## src/rtl/tt_pattern_sequencer.sv

```systemverilog
// ---------------------------------------------------------------------------
// tt_pattern_sequencer
// One-shot / looping run sequencer for a TinyTapeout tile. A start pulse
// captures a data word and launches a RUN_LEN-cycle run during which a
// preset serial pattern is rotated out MSB-first. At the end of a run the
// captured word is presented on data_out together with a done flag that is
// sticky in one-shot mode and a single-cycle pulse in loop mode.
// ---------------------------------------------------------------------------
module tt_pattern_sequencer #(
   parameter int                    DATA_W   = 6,
   parameter int                    CNT_W    = 6,
   parameter int                    RUN_LEN  = 46,
   parameter int                    PAT_LEN  = 16,
   parameter logic [PAT_LEN-1:0]    PAT_INIT = 16'h0300
) (
   input  logic              clk,
   input  logic              rst,
   input  logic              start,
   input  logic              abort,
   input  logic              loop_mode,
   input  logic [DATA_W-1:0] data_in,
   output logic              ser_out,
   output logic              running,
   output logic              done,
   output logic [CNT_W-1:0]  count,
   output logic [DATA_W-1:0] data_out
);

   // Terminal count of a run and the increment step, sized to the counter.
   localparam logic [CNT_W-1:0] LAST_CNT = CNT_W'(RUN_LEN - 1);
   localparam logic [CNT_W-1:0] CNT_ONE  = CNT_W'(1);
   localparam logic [CNT_W-1:0] CNT_ZERO = '0;

   // Explicit 2-bit encoding; the spare code 2'b11 recovers to IDLE.
   typedef enum logic [1:0] {
      ST_IDLE = 2'b00,
      ST_RUN  = 2'b01,
      ST_DONE = 2'b10
   } state_t;

   // -------------------------------------------------------------------
   // State and datapath registers
   // -------------------------------------------------------------------
   state_t              state_reg,   state_next;
   logic [CNT_W-1:0]    count_reg,   count_next;
   logic [PAT_LEN-1:0]  pat_reg,     pat_next;
   logic [DATA_W-1:0]   capture_reg, capture_next;
   logic [DATA_W-1:0]   data_out_reg, data_out_next;
   logic                done_reg,    done_next;
   logic                running_reg;

   // Pattern register rotated left by one position (MSB wraps into bit 0).
   logic [PAT_LEN-1:0]  pat_rot;

   // Terminal-count decode used by the RUN state.
   logic                at_last;

   // -------------------------------------------------------------------
   // Rotate-left network, one wire per pattern bit
   // -------------------------------------------------------------------
   assign pat_rot[0] = pat_reg[PAT_LEN-1];

   generate
      for (genvar gi = 1; gi < PAT_LEN; gi++) begin : g_rot
         assign pat_rot[gi] = pat_reg[gi-1];
      end
   endgenerate

   assign at_last = (count_reg == LAST_CNT);

   // -------------------------------------------------------------------
   // Next-state and datapath decode; abort overrides every other action
   // -------------------------------------------------------------------
   always_comb begin
      // Defaults: hold everything.
      state_next    = state_reg;
      count_next    = count_reg;
      pat_next      = pat_reg;
      capture_next  = capture_reg;
      data_out_next = data_out_reg;
      done_next     = done_reg;

      if (abort) begin
         // Abandon whatever is happening; data_out keeps the last result.
         state_next = ST_IDLE;
         count_next = CNT_ZERO;
         pat_next   = PAT_INIT;
         done_next  = 1'b0;
      end else begin
         case (state_reg)
            ST_IDLE: begin
               if (start) begin
                  state_next   = ST_RUN;
                  capture_next = data_in;
                  count_next   = CNT_ZERO;
                  pat_next     = PAT_INIT;
                  done_next    = 1'b0;
               end
            end

            ST_RUN: begin
               if (start) begin
                  // Restart: fresh capture and run; previous result stays on data_out.
                  capture_next = data_in;
                  count_next   = CNT_ZERO;
                  pat_next     = PAT_INIT;
                  done_next    = 1'b0;
               end else if (at_last) begin
                  // End of run: publish the captured word and raise done.
                  data_out_next = capture_reg;
                  done_next     = 1'b1;
                  if (loop_mode) begin
                     // Begin the next run straight away; done becomes a pulse.
                     count_next = CNT_ZERO;
                     pat_next   = PAT_INIT;
                  end else begin
                     // Freeze count and pattern where they are.
                     state_next = ST_DONE;
                  end
               end else begin
                  count_next = count_reg + CNT_ONE;
                  pat_next   = pat_rot;
                  // Clears the single-cycle done pulse after a loop wrap.
                  done_next  = 1'b0;
               end
            end

            ST_DONE: begin
               if (start) begin
                  state_next   = ST_RUN;
                  capture_next = data_in;
                  count_next   = CNT_ZERO;
                  pat_next     = PAT_INIT;
                  done_next    = 1'b0;
               end
            end

            default: begin
               // Unused encoding: fall back to a clean idle.
               state_next = ST_IDLE;
               count_next = CNT_ZERO;
               pat_next   = PAT_INIT;
               done_next  = 1'b0;
            end
         endcase
      end
   end

   // -------------------------------------------------------------------
   // State register with asynchronous reset
   // -------------------------------------------------------------------
   always_ff @(posedge clk or posedge rst) begin
      if (rst) begin
         state_reg <= ST_IDLE;
      end else begin
         state_reg <= state_next;
      end
   end

   // Datapath registers: counter, pattern, capture, result and done flag.
   always_ff @(posedge clk or posedge rst) begin
      if (rst) begin
         count_reg    <= CNT_ZERO;
         pat_reg      <= PAT_INIT;
         capture_reg  <= '0;
         data_out_reg <= '0;
         done_reg     <= 1'b0;
      end else begin
         count_reg    <= count_next;
         pat_reg      <= pat_next;
         capture_reg  <= capture_next;
         data_out_reg <= data_out_next;
         done_reg     <= done_next;
      end
   end

   // running is a registered decode of the next state, so it tracks state_reg==RUN.
   always_ff @(posedge clk or posedge rst) begin
      if (rst) begin
         running_reg <= 1'b0;
      end else begin
         running_reg <= (state_next == ST_RUN);
      end
   end

   // -------------------------------------------------------------------
   // Outputs come straight from registers
   // -------------------------------------------------------------------
   assign ser_out  = pat_reg[PAT_LEN-1];
   assign running  = running_reg;
   assign done     = done_reg;
   assign count    = count_reg;
   assign data_out = data_out_reg;

endmodule

```

## config.mk

```make
export PLATFORM = sky130hd
export DESIGN_NAME = tt_pattern_sequencer
export DESIGN_NICKNAME = d
export VERILOG_FILES = /design/src/rtl/tt_pattern_sequencer.sv
export SDC_FILE = /design/constraint.sdc
export NUM_CORES = 1
export LEC_CHECK = 0
export CAP_MARGIN = 30
export CORE_MARGIN = 10
export CORE_UTILIZATION = 47
export DETAILED_ROUTE_END_ITERATION = 7
export PLACE_DENSITY = 0.74
export SLEW_MARGIN = 20
export SYNTH_ARGS = -nofsm -noshare
export SYNTH_HDL_FRONTEND = slang
export SYNTH_SLANG_ARGS = --single-unit
```

## constraint.sdc

```tcl
create_clock -name clk -period 1.5 [get_ports clk]
set_input_delay 0.375 -clock clk [delete_from_list [all_inputs] [get_ports clk]]
set_output_delay 0.375 -clock clk [all_outputs]
set_load 0.03 [all_outputs]
```

==> results.ini, run 1 <==
[power_and_ir_drop]
net-switching-power_w=0.000536
ir_worst_vdd_mv=0.654
internal_power_w=0.00152
powerDensity_mw_per_mm2=876
clkPwrFrac=0.273
total_power_w=0.00206
pwr-share-seq=0.534
power.leakage_nw=1.12
swShare=0.261
power_frac_comb=0.193

[clock_network]
cts_root_buffer=clkbuf_4
clk_latency_ps=350
clkTransAtPathRegs_ps=120
numCtsBuffers=5
clk_path_buf_depth=2
htreeDepth=2
cts_tree=yes
cts_sinks=38

[die]
die_y_um=78.7
num_rows=21
core-area_mm2=0.00334
die_area_mm2=0.00620
die_x_um=78.7
start_util=0.486
ios=26

[critical_path]
crit_type=reg -> reg
worstPathArrival_ps=1930
required_ps=1790
worstPathMaxFanout=7
crit_path_start_kind=register
setup.worst_path.end_class=register

[finish]
largest_reg_flops=16
final_cell_mix=dfrtp_1, buf_4, mux2_2, nand2_1
stdcell_count=228
areaGrowthSynthToFinish_pct=44.9
diodes=0
fin_area_mm2=0.00235
fill_cells=244
final_nets=194
layout-drive-gt1-share=0.489
utilization=0.703
final_common_cell=dfrtp_1

[global_routing]
grt_pass1_vias=1278
antenna_found_initial=0
grt_pass1_wl_um=6130
grt_max_degree=39
gr-total-overflow=0
track_usage=0.123

[placed_design]
dpl.hpwl_um=2490
dp.cells=212
post-place-ws_ps=-523
io_buffers=25
gp_congestion=0.823
place_area_mm2=0.00210

[logic_synthesis]
postSynthCellCount=121
yosysWarnings=0
postSynthRegisterBits=38
synth-async-reset-ratio=1.00
ys_seq_area_frac=0.588
ys_types=34
synth_ff_type=dfrtp_1
syn-num-nets=134
synth.avg_cell_area_um2=13.4
synth_edf_count=0
synth.cell_area_mm2=0.00162

[timing]
setup_ws_ps=-142
rsz0062_at_grt=true
finalHoldViolations=0
max_freq_mhz=609
period_needed_ps=1640
slew_headroom=0.784
setup_viol=30
skew_ps=16.6
period_share=1.09
slew_violations=0
worst_slew_pin_slew_ps=322

[drt]
drc_errors=0
via_per_inst=5.18
firstDrtPassIters=4
totalWireLength_um=3670
drt-initial-drc-count=48
wl_per_cell_um=16.1
vias=1182
ant_nets=0

[flow_run]
max-cap-violations=0

[outcome]
violations=negative setup slack
status=complete, but fails checks

[min_path]
min_path_type=in -> async

metrics by stage:
step                      setup TNS, ps  hold slack, ps
after floorplan                   -2790             463
after global placement           -12790             472
after detailed placement         -14650             487
after CTS                         -2430             363
after global routing              -4520             377
final                             -2890             360
what timing repair did:
action	CTS	global route
pin swaps	4	6
hold buffers	0	0
buffers inserted	4	4
endpoints found under the setup margin	38	43
endpoints found under the hold margin	0	0
resized for setup	32	16
cloned	1	1
path summary, 6_finish.rpt:
path | to | startpoint | slack [ps] | cells past startpoint
max | pat_reg[6]$_DFFE_PP0P_ | count[1]$_DFFE_PP0P_ | -140 | 7
min | count[5]$_DFFE_PP0P_ | rst | 360 | 3
max reg2reg | pat_reg[6]$_DFFE_PP0P_ | count[1]$_DFFE_PP0P_ | -140 | 7
min reg2reg | pat_reg[6]$_DFFE_PP0P_ | pat_reg[6]$_DFFE_PP0P_ | 510 | 1
max in group asynchronous | pat_reg[9]$_DFFE_PP1P_ | rst | 900 | 3
min in group clk | pat_reg[6]$_DFFE_PP0P_ | pat_reg[6]$_DFFE_PP0P_ | 510 | 1
Yosys cell counts, types with 2 or more instances:
| library cell | number | share of area |
|---|---|---|
| ha_1 | 2 | 0.015 |
| nand2_1 | 13 | 0.030 |
| nor2_1 | 3 | 0.0069 |
| o22a_1 | 2 | 0.011 |
| a21oi_1 | 3 | 0.0093 |
| nand3_1 | 3 | 0.0093 |
| dfrtp_1 | 36 | 0.56 |
| inv_1 | 4 | 0.0093 |
| mux2_2 | 13 | 0.090 |
| nor2b_1 | 3 | 0.012 |
| a22o_1 | 4 | 0.022 |
| o21ai_0 | 3 | 0.0093 |
| dfstp_2 | 2 | 0.032 |
| a22o_2 | 10 | 0.062 |
cells by family after synthesis:
group	count (synthesis)	share of synthesized area
buf+inv	6	0.0208
compound gates	32	0.171
xor+xnor	1	0.00541
simple gates	28	0.102
flops	38	0.588
mux	14	0.0965
fa+ha+maj	2	0.0154
area by class of cell:
cell class                 instances  area, um2  area share
clock buffer                       7       55.1      0.0235
clock inverter                     1       5.00     0.00213
inverter                           4       15.0     0.00640
multi-input combinational         77        723       0.308
sequential                        38        957       0.408
tap                               46       57.6      0.0245
timing repair buffer              55        534       0.228
worst max-delay path: stages, from the launching register on:
cell and delay, ps:
dfrtp_2 430, inv_2 80, ha_4 110, and4b_2 290, nand3_4 120, o21ai_4 220
clkbuf_16 200, a22o_1 120
per-layer routing:
metal  global-route usage  vias to the layer above  wire (um)
met5                    0                        -          0
met1                0.139                      581       1480
met4               0.0466                        0         82
met2                0.207                       26       1900
li1                     -                      565          -
met3               0.0462                       10        211
power groups by stage:
stage / Clock (W) / Sequential (W) / Combinational, W
CTS: 0.000575 / 0.00110 / 0.000304
global route: 0.000622 / 0.00110 / 0.000438
detailed placement: 0 / 0.00111 / 0.000272
finish: 0.000561 / 0.00110 / 0.000398
global placement: 0 / 0.00111 / 0.000267
floorplan: 0 / 0.00115 / 0.0000986
No activity file was read; power rests on OpenSTA's default activity.
==> run 2: changes to the inputs <==
--- a/config.mk
+++ b/config.mk
@@ -9,7 +9,7 @@
 export CORE_MARGIN = 10
 export CORE_UTILIZATION = 47
 export DETAILED_ROUTE_END_ITERATION = 7
-export PLACE_DENSITY = 0.74
+export PLACE_DENSITY = 0.78
 export SLEW_MARGIN = 20
 export SYNTH_ARGS = -nofsm -noshare
 export SYNTH_HDL_FRONTEND = slang
==> run 2 against run 1 <==
Against the previous run:
- register-to-register slack about the same
- sequential cell count unchanged
- first-iteration DRC count decreased by 23%
- the run still ends with negative setup slack left
- routed wire length decreased by 4.4%
- die area unchanged
- critical endpoint is now data_out[0]$_DFFE_PP0P_
- power increased by 2.0%
- sequential power about the same
- critical path depth decreased by 1
- highest routed layer unchanged
- largest cell class unchanged
- count of clock-buffer cells in the layout decreased by 2
- clock skew decreased by 2.2 ps
- fmax decreased by 0.52%
==> results.ini, run 2 (synthesis gave the netlist of run 1 again) <==
[clock_network]
cts_root_buffer=clkbuf_4  ; unchanged
cts_sinks=38  ; unchanged
clkTransAtPathRegs_ps=120  ; about the same
htreeDepth=2  ; unchanged
clk_path_buf_depth=2  ; unchanged
numCtsBuffers=5  ; unchanged
cts_tree=yes  ; unchanged
clk_latency_ps=350  ; about the same
holdBufCountCts=0  ; unchanged

[timing]
worst_slew_pin_slew_ps=362  ; was 322 ps
slew_violations=0  ; unchanged
setup_viol=30  ; unchanged
max_freq_mhz=606  ; was 609 MHz
skew_ps=14.4  ; was 16.6 ps
period_needed_ps=1650  ; was 1640 ps
slew_headroom=0.758  ; was 0.784
period_share=1.10  ; was 1.09
fin_hold_ws_ps=259  ; was 360 ps
finalHoldViolations=0  ; unchanged
setup_ws_ps=-150  ; was -142 ps
rsz0062_at_grt=true  ; unchanged

[power_and_ir_drop]
powerDensity_mw_per_mm2=906  ; was 876 mW/mm2
power.leakage_nw=1.08  ; was 1.12 nW
ir_worst_vdd_mv=0.708  ; was 0.654 mV

[global_routing]
grt_max_degree=23  ; was 39
grt_pass1_wl_um=5910  ; was 6130 um
gr-total-overflow=0  ; unchanged
grt_pass1_vias=1268  ; was 1278
antenna_found_initial=0  ; unchanged
track_usage=0.117  ; was 0.123

[critical_path]
required_ps=1730  ; was 1790 ps
r2r_slack_ps=-150  ; was -140 ps
worstPathMaxFanout=7  ; unchanged
crit_type=reg -> reg  ; unchanged
worstPathArrival_ps=1880  ; was 1930 ps
setup.worst_path.end_class=register  ; unchanged
crit_path_start_kind=register  ; unchanged

[drt]
drc_errors=0  ; unchanged
vias=1182  ; unchanged
firstDrtPassIters=4  ; unchanged
drt-initial-drc-count=37  ; was 48
totalWireLength_um=3510  ; was 3670 um
ant_nets=0  ; unchanged
via_per_inst=5.25  ; was 5.18
wl_per_cell_um=15.6  ; was 16.1 um

[flow_run]
max-cap-violations=0  ; unchanged

[die]
die_y_um=78.7  ; unchanged
start_util=0.486  ; unchanged
die_x_um=78.7  ; unchanged
ios=26  ; unchanged
core-area_mm2=0.00334  ; unchanged
num_rows=21  ; unchanged
die_area_mm2=0.00620  ; unchanged

[outcome]
violations=negative setup slack  ; unchanged
status=complete, but fails checks  ; unchanged

[finish]
layout-drive-gt1-share=0.497  ; was 0.489
diodes=0  ; unchanged
final_common_cell=dfrtp_1  ; unchanged
final_nets=191  ; was 194
fin_area_mm2=0.00232  ; was 0.00235 mm2
final_cell_mix=dfrtp_1, buf_4, mux2_2, nand2_1, clkdlybuf4s50_1  ; was dfrtp_1, buf_4, mux2_2, nand2_1
largest_reg_flops=16  ; unchanged
areaGrowthSynthToFinish_pct=43.0  ; was 44.9%

[placed_design]
io_buffers=25  ; unchanged
dpl.hpwl_um=2530  ; was 2490 um
post-place-ws_ps=-527  ; was -523 ps
gp_congestion=0.819  ; was 0.823
place_area_mm2=0.00211  ; was 0.00210 mm2

[min_path]
min_path_type=in -> async  ; unchanged

run 2: cell count changes in the layout (fill, tap and decap cells not counted), sizes merged:
cell / previous run / this run
clkinv: 1 / 0
buf: 35 / 34
clkinvlp: 0 / 2
clkdlybuf4s15: 2 / 4
clkbuf: 14 / 8
bufinv: 0 / 1
run 2: layout make-up:
| cell class | count | area (um2) |
|---|---|---|
| flip-flops and latches | 38 | 957 |
| fillers | 228 | 1020 |
| multi-input cells | 77 | 722 |
| clock inverters | 3 | 45.0 |
| inverters | 4 | 15.0 |
| repair buffers | 52 | 483 |
| well taps | 46 | 57.6 |
| clock buffers | 5 | 37.5 |
run 2: final timing paths:
path,endpoint,depth (start not counted),startpoint
min in group clk,data_out[2]$_DFFE_PP0P_,1,capture_reg[2]$_DFFE_PP0P_
min,capture_reg[4]$_DFFE_PP0P_,2,rst
max in group asynchronous,pat_reg[9]$_DFFE_PP1P_,3,rst
max,data_out[0]$_DFFE_PP0P_,6,count[1]$_DFFE_PP0P_
max reg2reg,data_out[0]$_DFFE_PP0P_,6,count[1]$_DFFE_PP0P_
min reg2reg,data_out[2]$_DFFE_PP0P_,1,capture_reg[2]$_DFFE_PP0P_
run 2: metal layers:
metal | track usage | wire length [um]
met1 | 0.134 | 1360
met3 | 0.0349 | 184
met5 | 0 | 0
met2 | 0.192 | 1920
met4 | 0.0663 | 45
run 2: report_power, final:
part / switching (W) / total (W) / leakage (nW) / internal, W
sequential: 0.0000277 / 0.00110 / 0.502 / 0.00107
combinational: 0.000154 / 0.000313 / 0.541 / 0.000159
clock: 0.000338 / 0.000688 / 0.0374 / 0.000350
run 2: stage by stage:
| stage | setup TNS [ps] | cells | total power, W | util |
|---|---|---|---|---|
| final | -2680 | 225 | 0.00210 | 0.694 |
| after global routing | -4310 | 225 | 0.00219 | 0.694 |
| after CTS | -2360 | 222 | 0.00209 | 0.673 |
| after detailed placement | -14530 | 212 | 0.00139 | 0.633 |
| after global placement | -13380 | 212 | 0.00138 | 0.633 |
| after floorplan | -2790 | 121 | 0.00125 | - |
run 2: what timing repair did:
| item | 4_1_cts | 5_1_grt |
|---|---|---|
| pin swaps | 7 | 1 |
| resized for setup | 28 | 22 |
| endpoints found under the setup margin | 41 | 38 |
| buffers inserted | 2 | 3 |
| cloned | 0 | 0 |
run 2: worst max-delay path, cell delays in order, from the launching register on:
cell	delay, ps
dfrtp_2	430
inv_2	70
ha_4	110
and4b_2	320
nand3_4	120
buf_6	170
mux2_4	300
==> run 3: changes to the inputs <==
--- a/config.mk
+++ b/config.mk
@@ -10,6 +10,7 @@
 export CORE_UTILIZATION = 47
 export DETAILED_ROUTE_END_ITERATION = 7
 export PLACE_DENSITY = 0.78
+export REMOVE_ABC_BUFFERS = 1
 export SLEW_MARGIN = 20
 export SYNTH_ARGS = -nofsm -noshare
 export SYNTH_HDL_FRONTEND = slang
==> run 3 against run 2 <==
Against the previous run:
- the run still ends with negative setup slack left
- clock skew rose by 6.5 ps
- largest cell class unchanged
- via count increased by 3.6%
- register-to-register slack got worse by 70 ps
- count of clock-buffer cells in the layout unchanged
- global-route usage grew 0.85 points
- sequential power about the same
- critical endpoint is now pat_reg[13]$_DFFE_PP0P_
- non-clock buffer count rose by 3
==> results.ini, run 3 (synthesis gave the netlist of run 1 again) <==
[global_routing]
grt_pass1_wl_um=6200  ; was 5910 um
grt_max_degree=39  ; was 23
antenna_found_initial=0  ; unchanged
track_usage=0.126  ; was 0.117
grt_pass1_vias=1267  ; was 1268
gr-total-overflow=0  ; unchanged

[placed_design]
dp.cells=210  ; was 212
gp_congestion=0.852  ; was 0.819
io_buffers=25  ; unchanged
post-place-ws_ps=-530  ; was -527 ps
dpl.hpwl_um=2510  ; was 2530 um
place_area_mm2=0.00208  ; was 0.00211 mm2

[finish]
layout-drive-gt1-share=0.555  ; was 0.497
areaGrowthSynthToFinish_pct=54.5  ; was 43.0%
final_common_cell=dfrtp_1  ; unchanged
fill_cells=190  ; was 228
diodes=0  ; unchanged
final_cell_mix=dfrtp_1, buf_4, nand2_1, buf_6, clkdlybuf4s50_1  ; was dfrtp_1, buf_4, mux2_2, nand2_1, clkdlybuf4s50_1
stdcell_count=228  ; was 225
utilization=0.750  ; was 0.694
largest_reg_flops=16  ; unchanged
fin_area_mm2=0.00250  ; was 0.00232 mm2
final_nets=194  ; was 191

[power_and_ir_drop]
ir_worst_vdd_mv=0.911  ; was 0.708 mV
power.leakage_nw=1.18  ; was 1.08 nW
powerDensity_mw_per_mm2=944  ; was 906 mW/mm2

[timing]
finalHoldViolations=0  ; unchanged
skew_ps=20.9  ; was 14.4 ps
setup_viol=32  ; was 30
slew_headroom=0.763  ; was 0.758
fin_hold_ws_ps=345  ; was 259 ps
setup_ws_ps=-217  ; was -150 ps
worst_slew_pin_slew_ps=354  ; was 362 ps
max_freq_mhz=583  ; was 606 MHz
period_needed_ps=1720  ; was 1650 ps
slew_violations=0  ; unchanged
rsz0062_at_grt=true  ; unchanged
period_share=1.14  ; was 1.10

[clock_network]
clk_path_buf_depth=2  ; unchanged
cts_root_buffer=clkbuf_4  ; unchanged
numCtsBuffers=5  ; unchanged
cts_tree=yes  ; unchanged
htreeDepth=2  ; unchanged
clk_latency_ps=350  ; about the same
holdBufCountCts=0  ; unchanged
clkTransAtPathRegs_ps=130  ; was 120 ps
cts_sinks=38  ; unchanged

[outcome]
violations=negative setup slack  ; unchanged
status=complete, but fails checks  ; unchanged

[critical_path]
setup.worst_path.end_class=register  ; unchanged
crit_slowest_cell=dfrtp_1  ; was dfrtp_2
worstPathArrival_ps=2000  ; was 1880 ps
crit_chain=inv_2 -> ha_4 -> and4b_2 -> buf_6 -> nand3_4 -> o21ai_4 -> buf_16 -> a22o_2  ; was inv_2 -> ha_4 -> and4b_2 -> nand3_4 -> buf_6 -> mux2_4
crit_path_start_kind=register  ; unchanged
worstPathMaxFanout=7  ; unchanged
crit_type=reg -> reg  ; unchanged
required_ps=1790  ; was 1730 ps
max_stage_delay_ps=420  ; was 430 ps

[drt]
wl_per_cell_um=18.3  ; was 15.6 um
drt-initial-drc-count=119  ; was 37
firstDrtPassIters=4  ; unchanged
drc_errors=0  ; unchanged
ant_nets=0  ; unchanged
vias=1224  ; was 1182
totalWireLength_um=4170  ; was 3510 um
via_per_inst=5.37  ; was 5.25

[die]
start_util=0.486  ; unchanged
die_y_um=78.7  ; unchanged
ios=26  ; unchanged
core-area_mm2=0.00334  ; unchanged
die_x_um=78.7  ; unchanged
die_area_mm2=0.00620  ; unchanged
num_rows=21  ; unchanged

[min_path]
min_path_type=in -> async  ; unchanged

[flow_run]
max-cap-violations=0  ; unchanged

run 3: cell count changes in the layout (fill, tap and decap cells not counted), sizes merged:
cell         previous run  this run
buf                    34        36
bufinv                  1         2
clkbuf                  8        10
clkinv                  0         1
clkinvlp                2         0
dlygate4sd2             3         2
run 3: worst max-delay path, delay by kind of cell (launching register included):
kind                     cells  cell delay, ps
buffers and inverters        3             350
adder cells (fa/ha/maj)      1             130
flip-flops                   1             420
AND/OR/NAND/NOR              2             340
AO/OA/AOI/OAI                2             400
run 3: layer usage:
| metal | vias to the layer above | wire (um) | global-route usage | part of all wire |
|---|---|---|---|---|
| li1 | 563 | - | - | - |
| met1 | 628 | 1790 | 0.144 | 0.43 |
| met2 | 28 | 2130 | 0.206 | 0.51 |
| met3 | 5 | 186 | 0.0417 | 0.045 |
| met4 | 0 | 63 | 0.0645 | 0.015 |
| met5 | - | 0 | 0 | 0 |
run 3: layout make-up:
class | count | area [um2] | area share
clock inverter | 3 | 68.8 | 0.0275
tap | 46 | 57.6 | 0.0230
inverter | 4 | 15.0 | 0.00600
sequential | 38 | 955 | 0.381
multi-input combinational | 77 | 818 | 0.327
clock buffer | 5 | 37.5 | 0.0150
timing repair buffer | 55 | 552 | 0.220
run 3: power breakdown:
part	switching, W	total [W]	leakage [nW]	internal (W)
Combinational	0.000186	0.000385	0.615	0.000199
Clock	0.000355	0.000876	0.0554	0.000521
Sequential	0.0000347	0.00110	0.505	0.00107
Total	0.000575	0.00236	1.18	0.00179
run 3: what timing repair did:
item	CTS	global route
cloned	1	1
resized for setup	34	43
pin swaps	5	5
endpoints found under the setup margin	40	45
setup buffers	4	5
run 3: worst paths after layout:
check / startpoint / endpoint / slack [ps] / depth (start not counted)
max: count[1]$_DFFE_PP0P_ / pat_reg[13]$_DFFE_PP0P_ / -220 / 8
min: rst / data_out[1]$_DFFE_PP0P_ / 350 / 3
max reg2reg: count[1]$_DFFE_PP0P_ / pat_reg[13]$_DFFE_PP0P_ / -220 / 8
min reg2reg: capture_reg[5]$_DFFE_PP0P_ / data_out[5]$_DFFE_PP0P_ / 510 / 1
max in group asynchronous: rst / pat_reg[9]$_DFFE_PP1P_ / 880 / 3
min in group clk: capture_reg[5]$_DFFE_PP0P_ / data_out[5]$_DFFE_PP0P_ / 510 / 1
run 3: metrics by stage:
stage	power, W	TNS (ps)
finish	0.00236	-5020
global route	0.00245	-6570
CTS	0.00228	-2200
detailed placement	0.00138	-14760
global placement	0.00137	-13140
floorplan	0.00124	-6350
